<file path="config.mk">
export PLATFORM = sky130hd
export DESIGN_NAME = dwconv_ofmap_writer
export DESIGN_NICKNAME = d
export VERILOG_FILES = /design/src/rtl/dwconv_ofmap_writer.sv
export SDC_FILE = /design/constraint.sdc
export NUM_CORES = 1
export LEC_CHECK = 0
export CAP_MARGIN = 40
export CORE_MARGIN = 4
export CORE_UTILIZATION = 40
export CTS_CLUSTER_SIZE = 16
export DETAILED_ROUTE_END_ITERATION = 6
export HOLD_SLACK_MARGIN = 0.06
export SYNTH_ARGS = -nofsm -noshare
export SYNTH_HDL_FRONTEND = slang
export SYNTH_SLANG_ARGS = --single-unit
</file>
<file path="constraint.sdc">
create_clock -name clk -period 3.6 [get_ports clk]
set_clock_uncertainty 0.15 [all_clocks]
set_input_delay 1.08 -clock clk [delete_from_list [all_inputs] [get_ports clk]]
set_output_delay 1.08 -clock clk [all_outputs]
set_load 0.005 [all_outputs]
</file>
<file path="src/rtl/dwconv_ofmap_writer.sv">
// ---------------------------------------------------------------------------
// dwconv_ofmap_writer
//
// Output stage of the 4-lane depthwise-conv pipeline. Each valid beat carries
// four signed int8 lanes and a (cnt, pos) tag. The lanes are packed into one
// 32-bit word, queued in a small show-ahead FIFO together with the target
// address BASE_ADDR + cnt*POS_NUM + pos, and written to the output feature-map
// SRAM one word per accepted handshake. Once CNT_NUM*POS_NUM words have been
// written the layer is complete and the block parks in DONE until restarted.
//
// Ports
//   clk, rst_b        clock, asynchronous active-low reset
//   start             1-cycle pulse: flush FIFO, clear counter and err, enter RUN
//   in_valid          beat valid (already qualified by upstream enable)
//   cnt_in, pos_in    channel-group and position tags of the beat
//   data0..data3      signed int8 lanes, data0 lands in bits [7:0]
//   stall             combinational back-pressure to upstream
//   mem_wr_en         SRAM write request
//   mem_wr_addr       SRAM word address of the head entry
//   mem_wr_data       packed head entry {data3,data2,data1,data0}
//   mem_wr_ready      SRAM accepts the write this cycle
//   busy, done        state is RUN / state is DONE
//   err               sticky: out-of-range tag or FIFO overflow seen
// ---------------------------------------------------------------------------
module dwconv_ofmap_writer #(
    parameter int CNT_NUM    = 32,
    parameter int POS_NUM    = 9,
    parameter int ADDR_W     = 9,
    parameter int BASE_ADDR  = 0,
    parameter int FIFO_DEPTH = 4
) (
    input  logic              clk,
    input  logic              rst_b,
    input  logic              start,
    input  logic              in_valid,
    input  logic [4:0]        cnt_in,
    input  logic [3:0]        pos_in,
    input  logic signed [7:0] data0,
    input  logic signed [7:0] data1,
    input  logic signed [7:0] data2,
    input  logic signed [7:0] data3,
    output logic              stall,
    output logic              mem_wr_en,
    output logic [ADDR_W-1:0] mem_wr_addr,
    output logic [31:0]       mem_wr_data,
    input  logic              mem_wr_ready,
    output logic              busy,
    output logic              done,
    output logic              err
);

    localparam int TOTAL = CNT_NUM * POS_NUM;
    localparam int CW    = $clog2(TOTAL + 1);
    localparam int PW    = $clog2(FIFO_DEPTH);
    localparam int EW    = ADDR_W + 32;

    localparam logic [CW-1:0] TOTAL_C   = CW'(TOTAL);
    localparam logic [PW:0]   DEPTH_C   = (PW + 1)'(FIFO_DEPTH);
    localparam logic [PW:0]   STALL_LVL = (PW + 1)'(FIFO_DEPTH - 1);

    typedef enum logic [1:0] {
        IDLE = 2'd0,
        RUN  = 2'd1,
        DONE = 2'd2
    } state_t;

    state_t state, state_nxt;

    logic [EW-1:0]     fifo_mem [FIFO_DEPTH];
    logic [PW-1:0]     wr_ptr, rd_ptr;
    logic [PW:0]       fifo_cnt;
    logic [CW-1:0]     wr_cnt;
    logic              err_q;

    logic              run;
    logic              wr_en_int;
    logic              pop;
    logic              push;
    logic              tags_ok;
    logic              has_room;
    logic              err_set;
    logic              layer_end;
    logic              flush;
    logic [ADDR_W-1:0] entry_addr;
    logic [31:0]       entry_data;
    logic [EW-1:0]     head;

    // Address arithmetic is done in ADDR_W bits so it wraps modulo the SRAM size.
    assign entry_addr = ADDR_W'(BASE_ADDR) + ADDR_W'(cnt_in) * ADDR_W'(POS_NUM) + ADDR_W'(pos_in);
    assign entry_data = {data3, data2, data1, data0};

    assign run       = (state == RUN);
    assign tags_ok   = (32'(cnt_in) < CNT_NUM) && (32'(pos_in) < POS_NUM);
    assign wr_en_int = run && (fifo_cnt != '0);
    assign pop       = wr_en_int && mem_wr_ready;
    // A full FIFO can still take a beat when the head leaves in the same cycle.
    assign has_room  = (fifo_cnt < DEPTH_C) || pop;
    // start wins over everything: a beat arriving with start is discarded by the flush.
    assign push      = in_valid && run && !start && tags_ok && has_room;
    assign err_set   = in_valid && run && !(tags_ok && has_room);
    // The write accepted this cycle may be the last one of the layer.
    assign layer_end = run && ((wr_cnt == TOTAL_C) || (pop && (wr_cnt == TOTAL_C - 1'b1)));
    // Leaving RUN discards any leftover (duplicate) entries.
    assign flush     = start || (state_nxt != RUN);

    // State register.
    always_ff @(posedge clk or negedge rst_b) begin
        if (!rst_b) state <= IDLE;
        else        state <= state_nxt;
    end

    // Next-state logic; start restarts the layer from any state.
    always_comb begin
        state_nxt = state;
        if (start) begin
            state_nxt = RUN;
        end else begin
            case (state)
                IDLE:    state_nxt = IDLE;
                RUN:     if (layer_end) state_nxt = DONE;
                DONE:    state_nxt = DONE;
                default: state_nxt = IDLE;
            endcase
        end
    end

    // FIFO pointers and occupancy; simultaneous push and pop leave occupancy unchanged.
    always_ff @(posedge clk or negedge rst_b) begin
        if (!rst_b) begin
            wr_ptr   <= '0;
            rd_ptr   <= '0;
            fifo_cnt <= '0;
        end else if (flush) begin
            wr_ptr   <= '0;
            rd_ptr   <= '0;
            fifo_cnt <= '0;
        end else begin
            if (push) wr_ptr <= wr_ptr + 1'b1;
            if (pop)  rd_ptr <= rd_ptr + 1'b1;
            case ({push, pop})
                2'b10:   fifo_cnt <= fifo_cnt + 1'b1;
                2'b01:   fifo_cnt <= fifo_cnt - 1'b1;
                default: fifo_cnt <= fifo_cnt;
            endcase
        end
    end

    // FIFO storage holds {address, packed lanes}; contents are don't-care while empty.
    always_ff @(posedge clk) begin
        if (push) fifo_mem[wr_ptr] <= {entry_addr, entry_data};
    end

    // Completed-write counter, restarted by start.
    always_ff @(posedge clk or negedge rst_b) begin
        if (!rst_b)     wr_cnt <= '0;
        else if (start) wr_cnt <= '0;
        else if (pop)   wr_cnt <= wr_cnt + 1'b1;
    end

    // Sticky error flag, cleared only by start or reset.
    always_ff @(posedge clk or negedge rst_b) begin
        if (!rst_b)       err_q <= 1'b0;
        else if (start)   err_q <= 1'b0;
        else if (err_set) err_q <= 1'b1;
    end

    // Head entry drives the SRAM port; zeroed while no write is requested.
    assign head        = fifo_mem[rd_ptr];
    assign mem_wr_en   = wr_en_int;
    assign mem_wr_addr = wr_en_int ? head[EW-1:32] : '0;
    assign mem_wr_data = wr_en_int ? head[31:0] : '0;

    assign stall = run && (fifo_cnt >= STALL_LVL);
    assign busy  = run;
    assign done  = (state == DONE);
    assign err   = err_q;

endmodule

</file>
==> flow_summary.json <==
{
  "synth_cells": 441,
  "overflow": 0,
  "finalSetupViolations": 0,
  "final_cell_mix": "edfxtp_1, clkdlybuf4s50_1, and3_1, mux4_2, buf_4",
  "leakage_nw": 3.93,
  "finalHoldViolations": 0,
  "r2r_cells": 8,
  "grt_start_max_net_pins": 46,
  "slew_headroom_pct": 52.9,
  "report.power.total_mw": 4.75,
  "path_clk_slew_ps": 70,
  "dieArea_mm2": 0.0220,
  "drive_above_1_share_pct": 21.9,
  "post-dp-hpwl_mm": 10.3,
  "period_minus_slack_ps": 3590,
  "holdPathEnd": "err",
  "synth_top_flop_cell": "edfxtp_1",
  "whs_path_depth": 2,
  "io_buffer_count": 91,
  "grt_pass1_wl_mm": 25.2,
  "insertion_delay_ps": 420,
  "crit_chain": "buf_6 > mux4_2 > and3_1 > clkdlybuf4s50_1",
  "yosys_warnings": 0,
  "yosysSeqAreaShare_pct": 68.6,
  "synth-seq-cells": 183,
  "antenna_cells": 0,
  "syn_area_mm2": 0.00787,
  "grt_pass1_vias": 4523,
  "drt_first_iter_violations": 342,
  "clock_path_buffers": 2,
  "ios": 92,
  "fin_hold_ws_ps": 364,
  "rsz0062_at_grt": "yes",
  "tritoncts": "yes",
  "cts_buffers": 17,
  "drv_cap": 0,
  "die_h_um": 148,
  "syn-num-nets": 511,
  "gp_congestion": 0.755,
  "p_per_area_mw_per_mm2": 475,
  "mostFrequentLayoutCell": "edfxtp_1",
  "tightest_slew_ps": 705,
  "cts.sinks": 183,
  "cpMaxStageDelayCell": "mux4_2",
  "fmax_ghz": 0.278,
  "via_per_inst": 5.19,
  "ys_types": 52,
  "slew_viol_final": 0,
  "antenna_found_initial": 0,
  "initial_core_util_pct": 40.6,
  "grt_use_total_pct": 15.0,
  "hp-class": "reg2reg",
  "cts_setup_buffers": 0,
  "cp.arrival_ps": 2360,
  "ant_nets": 0,
  "cts-root-buf": "clkbuf_16",
  "rows": 51,
  "syn2layout_area_growth_pct": 27.1,
  "core-area_mm2": 0.0194,
  "hp-start": "err",
  "r2r_start": "state[1]",
  "critical_path.max_fanout": 13,
  "synthArstFlopShare_pct": 10.4,
  "drc_errors": 0,
  "synth_edf_count": 164,
  "irDropWorstVdd_mv": 0.319,
  "r2r-end": "fifo_cnt[2]",
  "critPathKind": "reg2out",
  "vias": 4348,
  "post-route-period-util_pct": 99.8,
  "cp_top_family": "buffers and inverters",
  "drt_pre_antenna_iters": 4,
  "final_nets": 629,
  "syn_avg_cell_area_um2": 17.8,
  "slowest_delay_ps": 560,
  "required_ps": 2370,
  "end_kind": "output port",
  "ctsHtreeMaxLevel": 4,
  "dieWidth_um": 148,
  "cp_num_buf_inv": 2,
  "avgRoutedWirePerCell_um": 19.0,
  "routed_wl_mm": 15.9,
  "ff2ff_setup_slack_ps": 1130,
  "outcome": "finished clean",
  "cp-start-kind": "flip-flop"
}
-- kinds of logic (layout without fill, tap and decap cells) --
| kind of cell | count (synthesis) | after routing | synth area share (%) |
|---|---|---|---|
| buffers and inverters | 34 | 165 | 1.94 |
| AND/OR/NAND/NOR | 110 | 110 | 8.41 |
| multiplexers | 43 | 43 | 12.0 |
| adder cells (fa/ha/maj) | 24 | 24 | 4.01 |
| XOR/XNOR | 13 | 13 | 1.45 |
| AO/OA/AOI/OAI | 34 | 34 | 3.55 |
| flip-flops | 183 | 183 | 68.6 |
-- worst max path at each step --
stage	from	end	cells after the start
6_report	rd_ptr[0]	mem_wr_addr[8]	4
5_1_grt	rd_ptr[0]	mem_wr_addr[8]	4
4_1_cts	rd_ptr[0]	mem_wr_addr[8]	4
3_5_place_dp	cnt_in[0]	fifo_mem[2][38]	8
3_3_place_gp	cnt_in[0]	fifo_mem[0][38]	8
2_1_floorplan	pos_in[2]	fifo_mem[1][0]	3
-- repair_timing --
action,CTS,global route
resized for setup,9,25
hold buffers,0,0
setup endpoints to repair,11,26
-- worst min-delay path, stage by stage (launching register included) --
cell and delay [ps]:
dfrtp_1 350, a31oi_1 40, nor2_1 80
-- synth_stat cells (all sizes together) (3+ instances only) --
cell type | n | area [µm²]
clkbuf | 15 | 56.3
xor2 | 6 | 52.6
a21o | 3 | 22.5
nand3 | 3 | 20.0
mux4 | 41 | 923
and3 | 44 | 275
xnor2 | 7 | 61.3
nor2 | 15 | 56.3
and2 | 4 | 25.0
buf | 10 | 62.6
dfrtp | 19 | 475
nand2 | 10 | 37.5
o21ai | 6 | 33.8
nand4 | 5 | 31.3
ha | 22 | 275
nor4b | 3 | 32.5
a211oi | 3 | 27.5
nor4 | 3 | 33.8
nor3 | 12 | 65.1
edfxtp | 164 | 4920
inv | 9 | 33.8
a21oi | 7 | 35.0
a31oi | 3 | 25.0
-- flip-flops by register name, summed over array words and instances, names as in the netlist --
register,flops
state,2
rd_ptr,2
err,1
wr_ptr,2
fifo_cnt,3
fifo_mem,164
wr_cnt,9
-- routing by layer --
metal | share of wire, % | track usage [%]
met5 | 0 | 0
met4 | 1.6 | 5.36
met3 | 3.2 | 3.08
met2 | 52 | 26.0
met1 | 43 | 18.8
-- per-stage QoR --
step | instance area [µm²] | cells | TNS, ps | setup slack (ps) | util (%)
after floorplan | 7870 | 441 | 0 | 271 | -
after global placement | 9330 | 805 | -339 | -73.9 | 48.1
after detailed placement | 9330 | 805 | -1120 | -124 | 48.1
after CTS | 9930 | 837 | -17.7 | -17.7 | 51.2
after global routing | 10000 | 837 | -84.9 | -60.1 | 51.5
final | 10000 | 837 | 0 | 6.47 | 51.5
-- cell type report --
class / count / area, µm²
well taps: 265 / 332
multi-input cells: 224 / 2330
flip-flops and latches: 183 / 5410
clock buffers: 17 / 425
fillers: 1656 / 9400
clock inverters: 15 / 166
inverters: 9 / 33.8
repair buffers: 124 / 1300
-- report_power, final --
part | internal (mW) | switching (mW) | leakage [nW]
registers | 2.37 | 0.0156 | 1.74
logic | 0.280 | 0.260 | 1.91
clock network | 0.987 | 0.836 | 0.280
total | 3.64 | 1.11 | 3.93
(Power assumes the default switching activity.)
